===== config.mk =====
export PLATFORM = sky130hd
export DESIGN_NAME = updown_sequencer
export DESIGN_NICKNAME = d
export VERILOG_FILES = /design/src/rtl/updown_seq_pkg.sv /design/src/rtl/updown_sequencer_tick_gen.sv /design/src/rtl/updown_sequencer.sv
export SDC_FILE = /design/constraint.sdc
export NUM_CORES = 1
export LEC_CHECK = 0
export ABC_AREA = 0
export CAP_MARGIN = 20
export CORE_MARGIN = 2
export CORE_UTILIZATION = 40
export DETAILED_ROUTE_END_ITERATION = 10
export GPL_ROUTABILITY_DRIVEN = 0
export PLACE_DENSITY_LB_ADDON = 0.15
export SETUP_SLACK_MARGIN = 0.5
export SLEW_MARGIN = 5
export SYNTH_ARGS = -nofsm -noshare
export SYNTH_HDL_FRONTEND = slang
export SYNTH_SLANG_ARGS = --single-unit
export TNS_END_PERCENT = 5

===== constraint.sdc =====
create_clock -name CLK100MHZ -period 4.55 [get_ports CLK100MHZ]
set_input_delay 0.91 -clock CLK100MHZ [delete_from_list [all_inputs] [get_ports CLK100MHZ]]
set_output_delay 0.91 -clock CLK100MHZ [all_outputs]
set_load 0.03 [all_outputs]

===== src/rtl/updown_seq_pkg.sv =====
// rtl/updown_seq_pkg.sv - state encodings, mode codes and mode decode for updown_sequencer
package updown_seq_pkg;

    localparam logic [2:0] ST_IDLE     = 3'd0;
    localparam logic [2:0] ST_CLEAR    = 3'd1;
    localparam logic [2:0] ST_RISE     = 3'd2;
    localparam logic [2:0] ST_DWELL_HI = 3'd3;
    localparam logic [2:0] ST_FALL     = 3'd4;
    localparam logic [2:0] ST_DWELL_LO = 3'd5;

    localparam logic [1:0] MODE_HOLD  = 2'b00;
    localparam logic [1:0] MODE_UP    = 2'b01;
    localparam logic [1:0] MODE_DOWN  = 2'b10;
    localparam logic [1:0] MODE_CLEAR = 2'b11;

    // Invalid limits freeze the sweep states at HOLD; IDLE/CLEAR are unaffected.
    function automatic logic [1:0] state_mode(input logic [2:0] st, input logic lim_err);
        logic [1:0] m;
        m = MODE_HOLD;
        case (st)
            ST_CLEAR: m = MODE_CLEAR;
            ST_RISE:  m = lim_err ? MODE_HOLD : MODE_UP;
            ST_FALL:  m = lim_err ? MODE_HOLD : MODE_DOWN;
            default:  m = MODE_HOLD;
        endcase
        return m;
    endfunction

endpackage


===== src/rtl/updown_sequencer_tick_gen.sv =====
// rtl/updown_sequencer_tick_gen.sv - free-running divider producing a one-cycle tick every TICK_DIV clocks
module tick_gen #(
    parameter int TICK_DIV = 100_000_000
) (
    input  logic CLK100MHZ,
    input  logic CPU_RESETN,
    output logic tick
);

    localparam int CNT_W = (TICK_DIV > 2) ? $clog2(TICK_DIV) : 2;
    localparam logic [CNT_W-1:0] LAST     = CNT_W'(TICK_DIV - 1);
    localparam logic [CNT_W-1:0] PRE_LAST = CNT_W'(TICK_DIV - 2);

    logic [CNT_W-1:0] div_cnt;

    // tick is registered one count early so it lands on cycle TICK_DIV-1 after reset release
    always_ff @(posedge CLK100MHZ or negedge CPU_RESETN) begin
        if (!CPU_RESETN) begin
            div_cnt <= '0;
            tick    <= 1'b0;
        end else begin
            div_cnt <= (div_cnt == LAST) ? '0 : div_cnt + 1'b1;
            tick    <= (div_cnt == PRE_LAST);
        end
    end

endmodule


===== src/rtl/updown_sequencer.sv =====
// rtl/updown_sequencer.sv - up/down sweep sequencer for the LED counter; SEQ_CYCLE_COUNT_EN adds round-trip counter output cycles
module updown_sequencer
    import updown_seq_pkg::*;
#(
    parameter int TICK_DIV = 100_000_000
) (
    input  logic        CLK100MHZ,
    input  logic        CPU_RESETN,
    input  logic        run,
    input  logic        clear_req,
    input  logic [7:0]  hi_lim,
    input  logic [7:0]  lo_lim,
    input  logic [3:0]  dwell,
    input  logic [7:0]  count,
    output logic        tick,
    output logic [1:0]  mode,
    output logic [2:0]  state,
    output logic        err
`ifdef SEQ_CYCLE_COUNT_EN
    ,
    output logic [15:0] cycles
`endif
);

    logic [2:0] state_d;
    logic [3:0] dwell_q;
    logic [3:0] dwell_d;
    logic       err_d;

    tick_gen #(.TICK_DIV(TICK_DIV)) u_tick_gen (
        .CLK100MHZ  (CLK100MHZ),
        .CPU_RESETN (CPU_RESETN),
        .tick       (tick)
    );

    always_comb begin
        state_d = state;
        dwell_d = dwell_q;
        err_d   = (lo_lim >= hi_lim);
        if (clear_req) begin
            state_d = ST_CLEAR;
        end else if (state == ST_CLEAR) begin
            if (tick)
                state_d = run ? ST_RISE : ST_IDLE;
        end else if (!run) begin
            state_d = ST_IDLE;
        end else begin
            case (state)
                ST_IDLE: state_d = ST_CLEAR;
                ST_RISE: begin
                    if (!err && count >= hi_lim) begin
                        state_d = ST_DWELL_HI;
                        dwell_d = dwell;
                    end
                end
                ST_FALL: begin
                    if (!err && count <= lo_lim) begin
                        state_d = ST_DWELL_LO;
                        dwell_d = dwell;
                    end
                end
                ST_DWELL_HI, ST_DWELL_LO: begin
                    // An exhausted dwell leaves without waiting for a tick
                    if (!err) begin
                        if (dwell_q == 4'd0)
                            state_d = (state == ST_DWELL_HI) ? ST_FALL : ST_RISE;
                        else if (tick)
                            dwell_d = dwell_q - 4'd1;
                    end
                end
                default: state_d = ST_IDLE;
            endcase
        end
    end

    always_ff @(posedge CLK100MHZ or negedge CPU_RESETN) begin
        if (!CPU_RESETN) begin
            state   <= ST_IDLE;
            mode    <= MODE_HOLD;
            err     <= 1'b0;
            dwell_q <= 4'd0;
        end else begin
            state   <= state_d;
            mode    <= state_mode(state_d, err_d);
            err     <= err_d;
            dwell_q <= dwell_d;
        end
    end

`ifdef SEQ_CYCLE_COUNT_EN
    always_ff @(posedge CLK100MHZ or negedge CPU_RESETN) begin
        if (!CPU_RESETN)
            cycles <= 16'd0;
        else if (clear_req)
            cycles <= 16'd0;
        else if (state == ST_DWELL_LO && state_d == ST_RISE && cycles != 16'hFFFF)
            cycles <= cycles + 16'd1;
    end
`endif

endmodule


# Yosys cells after proc, flatten, opt, wreduce, memory -nomap -nowiden
# Index checks and enable logic that the tools add are counted.
[op_classes]
add_sub_neg = 2
order_cmp = 3
n_eq_ne = 15
muxes = 21
bitwise = 2
n_reduce_logical = 8
[ops]
columns = ["cell", "count"]
rows = [
  ["$eq 27x27->1 const B", 2],
  ["$add 27x1->27 const B", 1],
  ["$mux 27", 1],
  ["$mux 3", 9],
  ["$mux 4", 5],
  ["$ge 8x8->1", 2],
  ["$pmux 3 s4", 1],
  ["$pmux 4 s3", 1],
  ["$eq 3x2->1 const B", 3],
  ["$eq 3x3->1 const B", 3],
  ["$reduce_and 9->1", 1],
  ["$le 8x8->1", 1],
  ["$ne 2x2->1 const B", 4],
  ["$eq 3x1->1 const B", 2],
  ["$pmux 2 s3", 1],
  ["$logic_not 4->1", 1],
  ["$mux 2", 2],
  ["$sub 4x1->4 const B", 1],
  ["$logic_not 3->1", 1],
  ["$reduce_bool 3->1", 1],
  ["$logic_and 1x1->1", 2],
  ["$ne 2x1->1 const B", 1],
  ["$not 1->1", 2],
  ["$reduce_or 2->1", 1],
  ["2 further kinds", 2],
]
[word_totals]
ff_bits = 38
out_inout_bits = 7

# Depth between registers and ports, before layout
# Gate-level depths: netlist (run 1).
[logic_depth]
ltp_word = 10
depth_mapped = 8

# Cells and area by module
# From an unflattened synthesis (run 1), not the netlist that was laid out.
[unflattened]
cells_unflattened = 286
area_unflattened_um2 = 2622.5
[by_module_without_submodules]
columns = ["mod", "n_inst", "cells_per_inst", "area_per_inst_um2"]
rows = [
  ["tick_gen", 1, 139, 1380.1],
  ["updown_sequencer", 1, 147, 1242.4],
]

# Worst setup path after synthesis (run 1)
# No wires, ideal clock.
[synth_path]
kind = "in2reg"
startpoint = "in count[0]"
endpoint = "reg dwell_q[1]"
setup_ns = 0.079
arrival_time_ns = 2.518
path_slack_ns = 1.952
stages = 8
path_cell_list = "inv_1 -> ha_1 -> nand2b_1 -> a2111oi_0 -> nor4_1 -> o41a_1 -> nand2_1 -> mux2i_1"
[synth_via]
elab_chain_len = 4
[synth_lines]
columns = ["item", "line", "rtl"]
rows = [
  ["from (decl)", "updown_sequencer.sv:14", "input logic [7:0] count,"],
  ["$le 8x8->1 or $ge 8x8->1 (tied branches)", "updown_sequencer.sv:57, updown_sequencer.sv:51", ""],
  ["$logic_and 1x1->1 (on tied branches)", "updown_sequencer.sv:57, updown_sequencer.sv:51", ""],
  ["$ne 2x2->1 (no line)", "-", ""],
  ["$reduce_and 9->1 (no line) *", "-", ""],
  ["to (signal assigned)", "updown_sequencer.sv:86", "dwell_q <= dwell_d;"],
  ["to (decl)", "updown_sequencer.sv:26", "logic [3:0] dwell_q;"],
]
# Every way passes the cells marked *; elsewhere a longest branch is shown, timed or not.
# A chain may end at the register's enable or synchronous reset.

# Worst setup path in the final report (run 1)
# Same ends and word-level chain as after synthesis.

==> results.sh, run 1 <==
export IMPL_status="finished clean"
export IMPL_holdBufCountCts=0
export IMPL_drt_iter0_drc=102
export IMPL_powerDensity_nw_per_um2=248
export IMPL_die_w_um=84.4
export IMPL_synth_main_ff_cell="dfrtp_1"
export IMPL_min_path_type="flip-flop to flip-flop"
export IMPL_grt_setup_unrepaired="false"
export IMPL_synth_top_cell_area_share=0.367
export IMPL_coreArea_um2=6310
export IMPL_r2r_cells=4
export IMPL_syn_area_um2=2590
export IMPL_cts_max_level=2
export IMPL_leakagePower_nw=1.48
export IMPL_avgRoutedWirePerCell_um=12.7
export IMPL_hold_path_startpoint="dwell_q[0]"
export IMPL_fin_crit_ns=3.10
export IMPL_timing_rr_start="u_tick_gen.div_cnt[11]"
export IMPL_cp_end_kind="flip-flop"
export IMPL_syn_nets=336
export IMPL_start_kind="primary input"
export IMPL_synth_compound_area_share=0.135
export IMPL_die_area_um2=7130
export IMPL_slew_violations=0
export IMPL_worst_path_max_delay_cell="a2111oi_0"
export IMPL_cts_tree="done"
export IMPL_fmax_mhz=322
export IMPL_setup_viol=0
export IMPL_start_util=0.410
export IMPL_synth_top_area_cell="dfrtp_1"
export IMPL_yosys_area_share_simple=0.237
export IMPL_maxCapViolations=0
export IMPL_grt_ovfl_total=0
export IMPL_sequentialPowerShare=0.434
export IMPL_pwr_share_clk=0.454
export IMPL_worstMarginPinSlew_ns=0.862
export IMPL_hpwl_um=3850
export IMPL_finClkSkew_ns=0.00818
export IMPL_power_internal_mw=0.620
export IMPL_synth_cells=277
export IMPL_ys_ff_latch=38
export IMPL_via_per_inst=5.24
export IMPL_rrSetupSlack_ns=2.39
export IMPL_cts_buffers_inserted=5
export IMPL_hold_end="dwell_q[0]"
export IMPL_nets=377
export IMPL_crit_chain="clkdlybuf4s50_1, inv_1, ha_1, nand2b_1, a2111oi_0, nor4_1, o41a_1, nand2_1, mux2i_1"
export IMPL_tns_ns=0
export IMPL_ant_nets=0
export IMPL_worst_r2r_endpoint="u_tick_gen.div_cnt[15]"
export IMPL_cp_arrival_ns=3.32
export IMPL_synth_area_per_cell_um2=9.35
export IMPL_finalCritPeriodShare=0.682
export IMPL_whs_path_depth=1
export IMPL_dp_cells=388
export IMPL_cp_required_ns=4.77
export IMPL_synth_cell_types=49
export IMPL_crit_buf_inv=2
export IMPL_seq_area_frac_synth=0.367
export IMPL_grt_pass1_wl_um=9260
export IMPL_clkTransAtPathRegs_ns=0.08
export IMPL_row_count=29
export IMPL_instances_no_fill=396
export IMPL_max_stage_delay_ns=0.51
export IMPL_syn2layout_area_growth_pct=22.8
export IMPL_grt_max_degree=39
export IMPL_cp_max_fo=4
export IMPL_clockRootBuffer="clkbuf_8"
export IMPL_grt_usage=0.158
export IMPL_path_class="primary input to flip-flop"
export IMPL_slew_headroom=0.425
export IMPL_ios=39
export IMPL_vdd_ir_drop_max_mv=0.248
export IMPL_power_frac_comb=0.112
export IMPL_clock_latency_ns=0.30
export IMPL_synth_xor_area_share=0.0744
export IMPL_layout_drive_gt1_share=0.0596
export IMPL_cts_resized=0
export IMPL_cp_top_family="compound AO/OA/AOI/OAI gates"
export IMPL_synthMuxAreaShare=0.00773
export IMPL_p_switching_mw=0.167
export IMPL_antenna_found_initial=0
export IMPL_die_h_um=84.4
export IMPL_synthAdderAreaFrac=0.130
export IMPL_synth_area_leaders="dfrtp_1, ha_1, nor2_1, inv_1, xnor2_1"
export IMPL_vias=2077
export IMPL_routed_wl_um=5040
export IMPL_drt_first_pass_iters=4
export IMPL_drc=0
export IMPL_clockBufferDepth=2
export IMPL_antennaDiodeCount=0
export IMPL_synth_edf_count=0
export IMPL_sw_frac_of_total=0.213
export IMPL_ys_async_sr_fraction=1.00
export IMPL_grt_pass1_vias=2111
export IMPL_synth_top_family_by_area="simple AND/OR/NAND/NOR gates"
export IMPL_cts_setup_buffers=0
export IMPL_cts_sink_count=38
export IMPL_hold_viol=0
export IMPL_yosys_warnings=0
export IMPL_portBuffers=38
[cell type report]
cell class	instances	area, µm²
Multi-Input combinational cell	208	1510
Sequential cell	38	951
Inverter	27	101
Clock inverter	2	60.1
Clock buffer	6	82.6
Timing Repair Buffer	38	375
Tap cell	77	96.3
Fill cell	601	3130
[Yosys cell counts, types with 2 or more instances]
master	instances
a2111oi_0	2
a211oi_1	2
a21o_1	2
a21oi_1	17
a2bb2oi_1	2
and2_1	2
and4_1	3
clkbuf_1	2
dfrtp_1	38
ha_1	27
inv_1	27
mux2i_1	2
nand2_1	23
nand2b_1	4
nand3_1	9
nand4_1	9
nand4_4	2
nor2_1	28
nor2b_1	2
nor3_1	5
nor3b_1	2
nor4_1	2
nor4_4	2
nor4b_1	2
o211ai_1	4
o21a_1	2
o21ai_0	11
or3_1	3
xnor2_1	11
xor2_1	11
[cells by family (layout without fill, tap and decap cells)]
family	after synthesis	after routing
AO/OA/AOI/OAI	53	53
XOR/XNOR	22	22
adder cells (fa/ha/maj)	27	27
buffers and inverters	31	73
flip-flops	38	38
multiplexers	2	2
AND/OR/NAND/NOR	104	104
[power by group through the flow]
| stage | registers, mW | logic (mW) | clock network, mW |
|---|---|---|---|
| 6_report | 0.342 | 0.0881 | 0.358 |
| 5_1_grt | 0.342 | 0.101 | 0.375 |
| 4_1_cts | 0.342 | 0.0896 | 0.368 |
| 3_5_place_dp | 0.349 | 0.0889 | 0 |
| 3_3_place_gp | 0.349 | 0.0883 | 0 |
| 2_1_floorplan | 0.351 | 0.0375 | 0 |
[flip-flops by register name, summed over array words and instances, names as in the netlist]
signal / cells
err: 1
state: 3
mode: 2
dwell_q: 4
u_tick_gen.div_cnt: 27
u_tick_gen.tick: 1
[worst max-delay path by stage]
| stage | slack [ns] | from | cells after the start | endpoint |
|---|---|---|---|---|
| 5_1_grt | 1.31 | count[0] | 9 | dwell_q[1] |
| 3_5_place_dp | 1.16 | count[0] | 9 | dwell_q[1] |
| 6_report | 1.45 | count[0] | 9 | dwell_q[1] |
| 2_1_floorplan | 1.95 | count[0] | 8 | dwell_q[1] |
| 3_3_place_gp | 1.15 | count[0] | 9 | dwell_q[1] |
| 4_1_cts | 1.46 | count[0] | 9 | dwell_q[1] |
[metrics by stage]
| step | utilization | total power, mW | hold slack, ns | setup WS, ns | cell area [µm²] |
|---|---|---|---|---|---|
| after detailed placement | 0.481 | 0.438 | 0.485 | 1.16 | 3040 |
| after global routing | 0.504 | 0.818 | 0.518 | 1.31 | 3180 |
| final | 0.504 | 0.788 | 0.496 | 1.45 | 3180 |
| after CTS | 0.504 | 0.799 | 0.497 | 1.46 | 3180 |
| after global placement | 0.481 | 0.437 | 0.484 | 1.15 | 3040 |
| after floorplan | - | 0.388 | 0.454 | 1.95 | 2590 |
[routing by layer]
metal  wire, µm  vias up  global-route usage
met5          0        -                   0
met4         68        0              0.0548
met3        249        8              0.0315
met2       2360       55               0.266
met1       2360      949               0.203
li1           -     1065                   -
[cells in the final DEF (no fill, tap or decap), types with 11 or more instances in the layout]
cell type         n
dfrtp_1          38
a21oi_1          17
nand2_1          23
clkdlybuf4s50_1  37
o21ai_0          11
xnor2_1          11
nor2_1           28
xor2_1           11
inv_1            27
ha_1             27
No activity file was read; power rests on OpenSTA's default activity.
==> run 2: changes to the inputs <==
- clock period: 4.55 -> 2.6 ns (I/O delays scaled with it)
==> run 2 against run 1 <==
Against the previous run:
- sequential share of layout area decreased by 3.4 points
- combinational power rose to 2.5 times the previous value
- die area unchanged
- total power grew 84%
- worst hold slack worse by 0.18 ns
- clock-buffer cell count did not move
- sequential cell count unchanged
- global-route usage increased by 1.3 points
- largest power group unchanged
==> results.sh, run 2 (synthesized netlist as in run 1, its figures left out) <==
export IMPL_antenna_found_initial=0
export IMPL_min_path_type="primary input to asynchronous set/reset pin"
export IMPL_die_h_um=84.4
export IMPL_worst_r2r_endpoint="dwell_q[3]"
export IMPL_die_w_um=84.4
export IMPL_worstMarginPinSlew_ns=0.848
export IMPL_timing_rr_start="dwell_q[0]"
export IMPL_clockBufferDepth=2
export IMPL_row_count=29
export IMPL_hold_viol=0
export IMPL_maxCapViolations=0
export IMPL_path_class="flip-flop to output pin"
export IMPL_cts_sink_count=38
export IMPL_power_mw=1.45
export IMPL_multi_input_area_um2=1810
export IMPL_largest_register="u_tick_gen.div_cnt"
export IMPL_cp_top_family="buffers and inverters"
export IMPL_start_kind="flip-flop"
export IMPL_vias=2151
export IMPL_final_common_cell="dfrtp_1"
export IMPL_fmax_mhz=485
export IMPL_drt_iter0_drc=63
export IMPL_syn2layout_area_growth_pct=38.7
export IMPL_worst_path_max_delay_cell="clkdlybuf4s50_1"
export IMPL_slew_violations=0
export IMPL_grt_pass1_wl_um=9950
export IMPL_max_stage_delay_ns=0.72
export IMPL_rrSetupSlack_ns=0.62
export IMPL_cp_arrival_ns=1.54
export IMPL_instances_no_fill=409
export IMPL_nets=390
export IMPL_holdBufCountCts=0
export IMPL_cp_required_ns=2.08
export IMPL_drc=0
export IMPL_antennaDiodeCount=0
export IMPL_cts_tree="done"
export IMPL_status="finished clean"
export IMPL_ios=39
export IMPL_grt_ovfl_total=0
export IMPL_nFillCells=553
export IMPL_cts_max_level=2
export IMPL_worstSetupPathDepth=1
export IMPL_via_per_inst=5.26
export IMPL_coreArea_um2=6310
export IMPL_grt_usage=0.170
export IMPL_grt_max_degree=39
export IMPL_setup_viol=0
export IMPL_drt_first_pass_iters=5
export IMPL_powerDensity_nw_per_um2=403
export IMPL_slew_headroom=0.435
export IMPL_layout_drive_gt1_share=0.229
export IMPL_ff_latch_area_um2=952
export IMPL_vdd_ir_drop_max_mv=0.355
export IMPL_cts_buffers_inserted=5
export IMPL_clock_latency_ns=0.29
export IMPL_final_cell_mix="dfrtp_1, nor2_1, inv_1, nand2_1, dlymetal6s2s_1"
export IMPL_avgRoutedWirePerCell_um=13.8
export IMPL_routed_wl_um=5650
export IMPL_leakagePower_nw=1.72
export IMPL_dp_cells=395
export IMPL_clkTransAtPathRegs_ns=0.08
export IMPL_largest_register_ffs=27
export IMPL_hold_ws_ns=0.317
export IMPL_fin_crit_ns=2.06
export IMPL_crit_buf_inv=1
export IMPL_portBuffers=38
export IMPL_start_util=0.410
export IMPL_r2r_cells=8
export IMPL_grt_setup_unrepaired="true"
export IMPL_reg_largest_list="u_tick_gen.div_cnt (27), dwell_q (4), state (3)"
export IMPL_crit_chain="clkdlybuf4s50_1"
export IMPL_cp_end_kind="output pin"
export IMPL_die_area_um2=7130
export IMPL_startpoint="state[0]"
export IMPL_cp_max_fo=15
export IMPL_crit_end="state[0]"
export IMPL_finClkSkew_ns=0.00406
export IMPL_grt_pass1_vias=2126
export IMPL_hpwl_um=4060
export IMPL_finalCritPeriodShare=0.793
export IMPL_ant_nets=0
export IMPL_clockRootBuffer="clkbuf_8"
## run 2: cell type report
type	count	share of cell area
clock buffers	6	0.0230
clock inverters	2	0.0167
inverters	27	0.0282
multi-input cells	208	0.503
flip-flops and latches	38	0.265
well taps	77	0.0268
repair buffers	51	0.137
## run 2: repair_timing
action / in CTS / in global routing
resized for setup: 29 / 53
gates cloned: 0 / 0
pin swaps: 12 / 24
setup buffers: 3 / 3
endpoints found under the setup margin: 7 / 10
## run 2: layer usage
| metal | track usage | vias to the layer above | part of all wire |
|---|---|---|---|
| met5 | 0 | - | 0 |
| met4 | 0.0519 | 0 | 0.012 |
| met3 | 0.0324 | 7 | 0.038 |
| met2 | 0.284 | 38 | 0.49 |
| met1 | 0.226 | 1013 | 0.46 |
| li1 | - | 1093 | - |
## run 2: where the power goes
group,internal (mW),switching [mW]
registers,0.594,0.00613
logic,0.117,0.104
clock network,0.409,0.218
## run 2: worst min path at each step
stage / from / end / slack [ns] / cells past startpoint
after floorplan: CPU_RESETN / dwell_q[0] / 0.22 / 0
after detailed placement: dwell_q[0] / dwell_q[0] / 0.49 / 1
after CTS: CPU_RESETN / dwell_q[1] / 0.35 / 1
final: CPU_RESETN / dwell_q[1] / 0.32 / 1
after global routing: CPU_RESETN / dwell_q[1] / 0.39 / 1
after global placement: dwell_q[0] / dwell_q[0] / 0.48 / 1
## run 2: metrics by stage
step,util,setup TNS [ns],setup slack [ns],instance area (µm²)
after global placement,0.491,-0.438,-0.140,3100
after CTS,0.533,0,0.401,3370
after floorplan,-,0,0.517,2600
final,0.569,0,0.539,3590
after detailed placement,0.491,-0.310,-0.0992,3100
after global routing,0.569,0,0.479,3590
